File: src/rtl/decode_pkg.sv
// Shared types and encodings for the RV32I(+M) decode stage.
package decode_pkg;

  localparam int unsigned ALU_OP_W = 5;

  typedef enum logic [ALU_OP_W-1:0] {
    AluAdd    = 5'd0,
    AluSub    = 5'd1,
    AluAnd    = 5'd2,
    AluOr     = 5'd3,
    AluXor    = 5'd4,
    AluSll    = 5'd5,
    AluSrl    = 5'd6,
    AluSra    = 5'd7,
    AluSlt    = 5'd8,
    AluSltu   = 5'd9,
    AluMul    = 5'd10,
    AluMulh   = 5'd11,
    AluMulhsu = 5'd12,
    AluMulhu  = 5'd13,
    AluDiv    = 5'd14,
    AluDivu   = 5'd15,
    AluRem    = 5'd16,
    AluRemu   = 5'd17
  } alu_op_e;

  localparam logic [6:0] OP_LUI   = 7'b0110111;
  localparam logic [6:0] OP_AUIPC = 7'b0010111;
  localparam logic [6:0] OP_JAL   = 7'b1101111;
  localparam logic [6:0] OP_JALR  = 7'b1100111;
  localparam logic [6:0] OP_BR    = 7'b1100011;
  localparam logic [6:0] OP_LD    = 7'b0000011;
  localparam logic [6:0] OP_ST    = 7'b0100011;
  localparam logic [6:0] OP_IMM   = 7'b0010011;
  localparam logic [6:0] OP_REG   = 7'b0110011;

  localparam logic [2:0] ImmI = 3'd0;
  localparam logic [2:0] ImmS = 3'd1;
  localparam logic [2:0] ImmB = 3'd2;
  localparam logic [2:0] ImmU = 3'd3;
  localparam logic [2:0] ImmJ = 3'd4;

  localparam logic [1:0] OpbRs2  = 2'b00;
  localparam logic [1:0] OpbImm  = 2'b01;
  localparam logic [1:0] OpbFour = 2'b10;

  localparam logic [1:0] WbAlu  = 2'b00;
  localparam logic [1:0] WbLoad = 2'b01;
  localparam logic [1:0] WbPc4  = 2'b10;

  typedef struct packed {
    alu_op_e    alu_op;
    logic       reg_we;
    logic       mem_we;
    logic       mem_re;
    logic [2:0] imm_sel;
    logic       opa_pc;
    logic       rs1_zero_sel;
    logic [1:0] opb_sel;
    logic [1:0] wb_sel;
    logic       pc_src_br;
    logic       pc_src_jal;
    logic       pc_src_jalr;
    logic       br_un;
    logic [2:0] funct3;
    logic       insn_vld;
  } ctrl_t;

  // Base ALU op from funct3; alt selects SUB/SRA (instr[30]).
  function automatic alu_op_e alu_from_f3(input logic [2:0] f3, input logic alt);
    unique case (f3)
      3'b000:  alu_from_f3 = alt ? AluSub : AluAdd;
      3'b001:  alu_from_f3 = AluSll;
      3'b010:  alu_from_f3 = AluSlt;
      3'b011:  alu_from_f3 = AluSltu;
      3'b100:  alu_from_f3 = AluXor;
      3'b101:  alu_from_f3 = alt ? AluSra : AluSrl;
      3'b110:  alu_from_f3 = AluOr;
      default: alu_from_f3 = AluAnd;
    endcase
  endfunction

endpackage

File: src/rtl/decode_stage_instr_decoder.sv
// Pure combinational RV32I(+M) decoder: instruction word to control bundle and illegal flag.
module instr_decoder
  import decode_pkg::*;
#(
  parameter bit EN_M = 1'b0
) (
  input  logic [31:0] instr_i,
  output ctrl_t       ctrl_o,
  output logic        illegal_o
);

  logic [6:0] opcode;
  logic [2:0] f3;
  logic [6:0] f7;
  logic       ill;

  assign opcode = instr_i[6:0];
  assign f3     = instr_i[14:12];
  assign f7     = instr_i[31:25];

  always_comb begin
    ctrl_o    = '0;
    illegal_o = 1'b0;
    ill       = 1'b0;
    case (opcode)
      OP_LUI: begin
        ctrl_o.reg_we       = 1'b1;
        ctrl_o.imm_sel      = ImmU;
        ctrl_o.rs1_zero_sel = 1'b1;
        ctrl_o.opb_sel      = OpbImm;
      end
      OP_AUIPC: begin
        ctrl_o.reg_we  = 1'b1;
        ctrl_o.imm_sel = ImmU;
        ctrl_o.opa_pc  = 1'b1;
        ctrl_o.opb_sel = OpbImm;
      end
      OP_JAL: begin
        ctrl_o.reg_we     = 1'b1;
        ctrl_o.imm_sel    = ImmJ;
        ctrl_o.opa_pc     = 1'b1;
        ctrl_o.opb_sel    = OpbFour;
        ctrl_o.wb_sel     = WbPc4;
        ctrl_o.pc_src_jal = 1'b1;
      end
      OP_JALR: begin
        ill                = (f3 != 3'b000);
        ctrl_o.reg_we      = 1'b1;
        ctrl_o.imm_sel     = ImmI;
        ctrl_o.opb_sel     = OpbImm;
        ctrl_o.wb_sel      = WbPc4;
        ctrl_o.pc_src_jalr = 1'b1;
      end
      OP_BR: begin
        ill              = (f3[2:1] == 2'b01);
        ctrl_o.imm_sel   = ImmB;
        ctrl_o.opb_sel   = OpbRs2;
        ctrl_o.pc_src_br = 1'b1;
        ctrl_o.br_un     = f3[1];
        // Compare op: BEQ/BNE subtract, signed or unsigned less-than otherwise.
        ctrl_o.alu_op    = !f3[2] ? AluSub : (f3[1] ? AluSltu : AluSlt);
      end
      OP_LD: begin
        ill            = (f3 == 3'b011) || (f3[2:1] == 2'b11);
        ctrl_o.reg_we  = 1'b1;
        ctrl_o.mem_re  = 1'b1;
        ctrl_o.imm_sel = ImmI;
        ctrl_o.opb_sel = OpbImm;
        ctrl_o.wb_sel  = WbLoad;
      end
      OP_ST: begin
        ill            = (f3 >= 3'b011);
        ctrl_o.mem_we  = 1'b1;
        ctrl_o.imm_sel = ImmS;
        ctrl_o.opb_sel = OpbImm;
      end
      OP_IMM: begin
        ctrl_o.reg_we  = 1'b1;
        ctrl_o.imm_sel = ImmI;
        ctrl_o.opb_sel = OpbImm;
        ctrl_o.alu_op  = alu_from_f3(f3, 1'b0);
        if (f3 == 3'b001) begin
          ill = (f7 != 7'h00);
        end else if (f3 == 3'b101) begin
          ill           = (f7 != 7'h00) && (f7 != 7'h20);
          ctrl_o.alu_op = alu_from_f3(f3, f7[5]);
        end
      end
      OP_REG: begin
        ctrl_o.reg_we  = 1'b1;
        ctrl_o.opb_sel = OpbRs2;
        case (f7)
          7'h00: ctrl_o.alu_op = alu_from_f3(f3, 1'b0);
          7'h20: begin
            ill           = (f3 != 3'b000) && (f3 != 3'b101);
            ctrl_o.alu_op = alu_from_f3(f3, 1'b1);
          end
          7'h01: begin
            ill           = !EN_M;
            ctrl_o.alu_op = alu_op_e'(5'd10 + {2'b00, f3});
          end
          default: ill = 1'b1;
        endcase
      end
      default: ill = 1'b1;
    endcase

    // Illegal encodings must not cause any architectural side effect downstream.
    if (ill || (instr_i[1:0] != 2'b11)) begin
      ctrl_o    = '0;
      illegal_o = 1'b1;
    end else begin
      ctrl_o.funct3   = f3;
      ctrl_o.insn_vld = 1'b1;
    end
  end

endmodule

File: src/rtl/decode_stage.sv
// Registered decode pipeline stage with valid/ready handshake and a one-entry skid buffer.
module decode_stage
  import decode_pkg::*;
#(
  parameter int unsigned XLEN     = 32,
  parameter bit          EN_M     = 1'b0,
  parameter int unsigned ALU_OP_W = decode_pkg::ALU_OP_W
) (
  input  logic            i_clk,
  input  logic            i_reset,
  input  logic            i_flush,
  input  logic            i_valid,
  output logic            o_ready,
  input  logic [31:0]     i_instr,
  input  logic [XLEN-1:0] i_pc,
  output logic            o_valid,
  input  logic            i_ready,
  output logic [31:0]     o_instr,
  output logic [XLEN-1:0] o_pc,
  output ctrl_t           o_ctrl,
  output logic            o_illegal
);

  if (ALU_OP_W != $bits(alu_op_e)) begin : g_alu_op_w_check
    $error("ALU_OP_W must equal the width of decode_pkg::alu_op_e");
  end

  ctrl_t dec_ctrl;
  logic  dec_ill;

  instr_decoder #(
    .EN_M(EN_M)
  ) u_instr_decoder (
    .instr_i  (i_instr),
    .ctrl_o   (dec_ctrl),
    .illegal_o(dec_ill)
  );

  logic            out_vld_q, out_vld_d;
  logic [31:0]     out_instr_q, out_instr_d;
  logic [XLEN-1:0] out_pc_q, out_pc_d;
  ctrl_t           out_ctrl_q, out_ctrl_d;
  logic            out_ill_q, out_ill_d;

  logic            skid_vld_q, skid_vld_d;
  logic [31:0]     skid_instr_q, skid_instr_d;
  logic [XLEN-1:0] skid_pc_q, skid_pc_d;
  ctrl_t           skid_ctrl_q, skid_ctrl_d;
  logic            skid_ill_q, skid_ill_d;

  logic accept;
  logic out_free;

  assign accept   = i_valid & ~skid_vld_q;
  assign out_free = ~out_vld_q | i_ready;

  always_comb begin
    out_vld_d    = out_vld_q;
    out_instr_d  = out_instr_q;
    out_pc_d     = out_pc_q;
    out_ctrl_d   = out_ctrl_q;
    out_ill_d    = out_ill_q;
    skid_vld_d   = skid_vld_q;
    skid_instr_d = skid_instr_q;
    skid_pc_d    = skid_pc_q;
    skid_ctrl_d  = skid_ctrl_q;
    skid_ill_d   = skid_ill_q;

    if (i_flush) begin
      out_vld_d  = 1'b0;
      skid_vld_d = 1'b0;
    end else if (out_free) begin
      // Skid entry is older than anything upstream, so it drains first.
      if (skid_vld_q) begin
        out_vld_d   = 1'b1;
        out_instr_d = skid_instr_q;
        out_pc_d    = skid_pc_q;
        out_ctrl_d  = skid_ctrl_q;
        out_ill_d   = skid_ill_q;
        skid_vld_d  = 1'b0;
      end else begin
        out_vld_d = accept;
        if (accept) begin
          out_instr_d = i_instr;
          out_pc_d    = i_pc;
          out_ctrl_d  = dec_ctrl;
          out_ill_d   = dec_ill;
        end
      end
    end else if (accept) begin
      skid_vld_d   = 1'b1;
      skid_instr_d = i_instr;
      skid_pc_d    = i_pc;
      skid_ctrl_d  = dec_ctrl;
      skid_ill_d   = dec_ill;
    end
  end

  always_ff @(posedge i_clk) begin
    if (i_reset) begin
      out_vld_q    <= 1'b0;
      out_instr_q  <= '0;
      out_pc_q     <= '0;
      out_ctrl_q   <= '0;
      out_ill_q    <= 1'b0;
      skid_vld_q   <= 1'b0;
      skid_instr_q <= '0;
      skid_pc_q    <= '0;
      skid_ctrl_q  <= '0;
      skid_ill_q   <= 1'b0;
    end else begin
      out_vld_q    <= out_vld_d;
      out_instr_q  <= out_instr_d;
      out_pc_q     <= out_pc_d;
      out_ctrl_q   <= out_ctrl_d;
      out_ill_q    <= out_ill_d;
      skid_vld_q   <= skid_vld_d;
      skid_instr_q <= skid_instr_d;
      skid_pc_q    <= skid_pc_d;
      skid_ctrl_q  <= skid_ctrl_d;
      skid_ill_q   <= skid_ill_d;
    end
  end

  assign o_ready   = ~skid_vld_q;
  assign o_valid   = out_vld_q;
  assign o_instr   = out_instr_q;
  assign o_pc      = out_pc_q;
  assign o_ctrl    = out_ctrl_q;
  assign o_illegal = out_ill_q;

endmodule
File: config.mk
export PLATFORM = sky130hd
export DESIGN_NAME = decode_stage
export DESIGN_NICKNAME = d
export VERILOG_FILES = /design/src/rtl/decode_pkg.sv /design/src/rtl/decode_stage_instr_decoder.sv /design/src/rtl/decode_stage.sv
export SDC_FILE = /design/constraint.sdc
export NUM_CORES = 1
export LEC_CHECK = 0
export ABC_AREA = 1
export CAP_MARGIN = 10
export CORE_ASPECT_RATIO = 0.75
export CORE_MARGIN = 2
export CORE_UTILIZATION = 58
export DETAILED_ROUTE_END_ITERATION = 12
export GPL_ROUTABILITY_DRIVEN = 0
export PLACE_DENSITY = 0.95
export SYNTH_ARGS = -nofsm -noshare
export SYNTH_HDL_FRONTEND = slang
export SYNTH_HIERARCHICAL = 1
export SYNTH_SLANG_ARGS = --single-unit
File: constraint.sdc
create_clock -name i_clk -period 3.2 [get_ports i_clk]
set_input_delay 0.64 -clock i_clk [delete_from_list [all_inputs] [get_ports i_clk]]
set_output_delay 0.64 -clock i_clk [all_outputs]
set_load 0.01 [all_outputs]
**Word-level counts from Yosys, hierarchy flattened**

Index checks and enable logic that the tools add are counted.

- Reduce and logical (&&, ||, !) cells: 19
- Eq/ne operators: 22
- Order comparisons: 1
- Add/subtract/negate cells: 1
- Mux-type cells: 38
- Bitwise gates (word level): 6

Operators with widths:

| cell | count |
|---|---|
| $mux W32 | 4 |
| $pmux W4 S7 | 2 |
| $mux W25 | 2 |
| $pmux W5 S3 | 2 |
| $eq A7 B6 Y1 const B | 4 |
| $pmux W4 S6 | 1 |
| $eq A7 B7 Y1 const B | 3 |
| $mux W21 | 1 |
| $mux W1 | 17 |
| $mux W5 | 3 |
| $eq A7 B5 Y1 const B | 2 |
| $pmux W3 S4 | 1 |
| $eq A3 B3 Y1 const B | 3 |
| $pmux W2 S2 | 2 |
| $reduce_or A2 Y1 | 4 |
| $eq A7 B1 Y1 const B | 1 |
| $eq A7 B2 Y1 const B | 1 |
| $logic_not A7 Y1 | 1 |
| $ne A7 B6 Y1 const B | 1 |
| $pmux W1 S7 | 1 |
| $reduce_bool A7 Y1 | 1 |
| $reduce_or A7 Y1 | 1 |
| $eq A3 B2 Y1 const B | 2 |
| $reduce_and A3 Y1 | 2 |
| other kinds (19) | 25 |

- Logic and storage cells: 125
- Output and inout port bits: 92
- Register bits: 182

**Depth between registers and ports, before layout**

- Depth after elaboration: 9
- Gate-level depth with buffers: 16
- Depth with buffers taken out: 13

**Hierarchy**

Netlist, hierarchy kept.

Modules (own cells, without submodules):

| module | cells an instance | area an instance (um^2) | times used |
|---|---|---|---|
| decode_stage | 1,362 | 8,493.1 | 1 |
| instr_decoder | 145 | 820.8 | 1 |

**Worst setup path after synthesis**

OpenSTA, ideal clock, no wires.

- Path kind: input port to flip-flop
- Start point: input i_instr[14]
- End point: register out_ctrl_q (netlist bit o_ctrl[17])
- Path slack: 940 ps
- Stages on the path: 16
- Path buffers: 3
- Data arrival time: 2,196 ps
- Data required time: 3,136 ps
- Cells stage by stage: buf_4 > inv_4 > ha_1 > a21oi_1 > nand2_1 > nand3_1 > nand3_1 > nor2_2 > nand3_2 > buf_6 > nor2_2 > buf_4 > inv_1 > o21ai_0 > nor2_1 > nor2_1

RTL lines:

| what | RTL line | text |
|---|---|---|
| from (decl) | decode_stage.sv:14 | `input logic [31:0] i_instr,` |
| to (signal assigned) | decode_stage.sv:115 | `out_ctrl_q <= out_ctrl_d;` |
| to (decl) | decode_stage.sv:42 | `ctrl_t out_ctrl_q, out_ctrl_d;` |

==> flow_summary.toml <==
[yosys]
seq_area_frac_synth = 0.391
ys_types = 34
synth.avg_cell_area_um2 = 6.18
syn_area_um2 = 9310
yosysTopAreaCellShare = 0.391
ys_ff_latch = 182
synth_ff_type = "dfxtp_1"
synthTopCellsByArea = "dfxtp_1 (39%), nor2_1 (15%), nand2_1 (15%)"
postSynthCellCount = 1507
synth_edf_count = 0
yosysMostFrequentCell = "nor2_1"
synth_common_cells = "nor2_1 (381), nand2_1 (379), inv_1 (196)"
syn_nets = 1579
async_reset_ff_frac = 0
ys_warn_count = 6
synth_top_area_cell = "dfxtp_1"

[clock_network]
clock_latency_ns = 0.43
cts_tree = "done"
clkSinkCount = 182
cts_setup_buffers = 0
root_buffer = "clkbuf_16"
hold_buffers = 0
cts_resized = 0
cts_buffers = 17
path_clk_slew_ns = 0.07
clock_path_buffers = 2
htree_levels = 4

[pwr]
p_leak_nw = 5.22
power.density_nw_per_um2 = 463
fin_total_pwr_mw = 5.29
peakVddDrop_uv = 308

[finish]
layout.nets = 1679
syn_to_final_growth_pct = 22.6
final_cells = 1830
antenna_cells = 0
n_fill_cell = 1253
register_area_um2 = 3650
multi_input_area_um2 = 4360
drive_above_1_share = 0.0574

[timing]
slew_headroom = 0.507
maxSlewViolCount = 0
hold_violations = 0
min_period_ns = 2.80
finalCritPeriodShare = 0.875
tns_ns = 0
setup_violations = 0
setup_ws_ns = 0.399
tightest_slew_ns = 0.740
fin_skew_ns = 0.00800
rsz0062_at_grt = "no"
fmax_mhz = 357

[critical_path]
crit_path_end = "o_ctrl[8]"
crit_path_max_incr_delay_ns = 0.65
worst_path_max_delay_cell = "clkdlybuf4s50_1"
reg2reg_to = "o_ctrl[19]"
cp_top_family = "simple AND/OR/NAND/NOR gates"
worstSetupPathType = "primary input to flip-flop"
cp-end-kind = "flip-flop"
rrSetupSlack_ns = 1.16
r2r_cells = 4
path_cells = "clkdlybuf4s50_1, ha_1, a21oi_1, nand2_1, nand3_1, nand3_1, nor2_2, nand3_2, nor2_2, inv_1, o21ai_0, nor2_1, nor2_1"
crit_fanout = 11
worst-path-stages = 13
start_kind = "primary input"
regToRegStartpoint = "skid_vld_q"
crit_required_ns = 3.56
worstSetupStartpoint = "i_instr[13]"
critPathBufInv = 2
worst_ep_arrival_time_ns = 3.17

[detailed_routing]
avgViaCountPerCell = 5.07
vias = 9283
firstDrtPassIters = 9
routed_wl_um = 23600
avgRoutedWirePerCell_um = 12.9
drt_iter0_markers = 775
drtAntennaViolNets = 0
drc = 0

[floorplan]
num_rows = 40
die_area_um2 = 17100
fp.dieH_um = 114
core_um2 = 15900
start_util = 0.587
die_w_um = 150
io_pins = 161

[placement]
dp_worst_setup_slack_ns = 0.00589
dpl.hpwl_um = 15100
port_buffers = 160
dp.cells = 1798

[outcome]
status = "complete, no violations"

[global_route]
grt_pass1_vias = 8659
grt_pass1_wl_um = 39000
grtUsageTotal = 0.279
antenna_found_initial = 0
overflow = 0
grt_start_max_net_pins = 113

[min_path]
hold_class = "flip-flop to flip-flop"

[job]
max_cap_viol_count = 0
## worst min-delay path, cell delays in order, from the launching register on
cell and delay [ns]:
dfxtp_1 0.31, nor2_1 0.09, nor2_1 0.05
## cell usage in the layout (no fill, tap or decap), drive strengths merged, types with 2 or more instances in the layout
cell type / n
clkdlybuf4s50: 160
nand2: 389
nor2: 401
o22ai: 3
a21oi: 10
bufinv: 2
buf: 14
clkbuf: 17
o21ai: 93
nand4: 4
nor3: 6
inv: 212
dfxtp: 182
nand3: 111
clkinvlp: 3
clkinv: 4
ha: 3
## stage by stage
stage | cell area, um^2 | util | hold WS, ns
6_report | 11400 | 0.720 | 0.483
5_1_grt | 11400 | 0.720 | 0.499
3_3_place_gp | 10800 | 0.683 | 0.461
3_5_place_dp | 10800 | 0.683 | 0.471
2_1_floorplan | 9310 | - | 0.455
4_1_cts | 11400 | 0.720 | 0.485
## layer usage
layer,track usage,vias up,wire [um]
met1,0.351,4176,10200
met3,0.0656,76,1730
met2,0.465,333,11000
met5,0,-,0
li1,-,4698,-
met4,0.104,0,668
## flip-flops by register name, indices dropped and copies added (netlist names)
name,cells
o_ctrl,25
skid_instr_q,32
o_valid,1
skid_vld_q,1
skid_ill_q,1
o_instr,32
o_illegal,1
skid_ctrl_q,25
skid_pc_q,32
o_pc,32
## kinds of logic after synthesis
family	after synthesis	share of synthesized area
simple gates	913	0.401
buf+inv	299	0.142
flops	182	0.391
compound gates	108	0.0602
fa+ha+maj	3	0.00403
xor+xnor	1	0.000941
other cells	1	0.000403
## report_power, final
group	internal, mW	switching, mW	total (mW)
Combinational	0.340	0.409	0.749
Clock	1.17	0.958	2.13
Sequential	2.36	0.0570	2.42
## layout make-up
cell class | instances | area share
Clock buffer | 17 | 0.0372
Clock inverter | 15 | 0.0146
Inverter | 206 | 0.0686
Multi-Input combinational cell | 1026 | 0.381
Sequential cell | 182 | 0.319
Tap cell | 210 | 0.0230
Timing Repair Buffer | 174 | 0.156
## worst min path at each step
stage,depth (start not counted),from,to
floorplan,2,skid_ctrl_q[0],skid_ctrl_q[0]
global placement,2,skid_ctrl_q[7],skid_ctrl_q[7]
detailed placement,2,skid_ctrl_q[17],skid_ctrl_q[17]
CTS,2,skid_instr_q[0],skid_instr_q[0]
global route,2,skid_instr_q[0],skid_instr_q[0]
finish,2,skid_pc_q[0],skid_pc_q[0]
No activity file was read; power rests on OpenSTA's default activity.
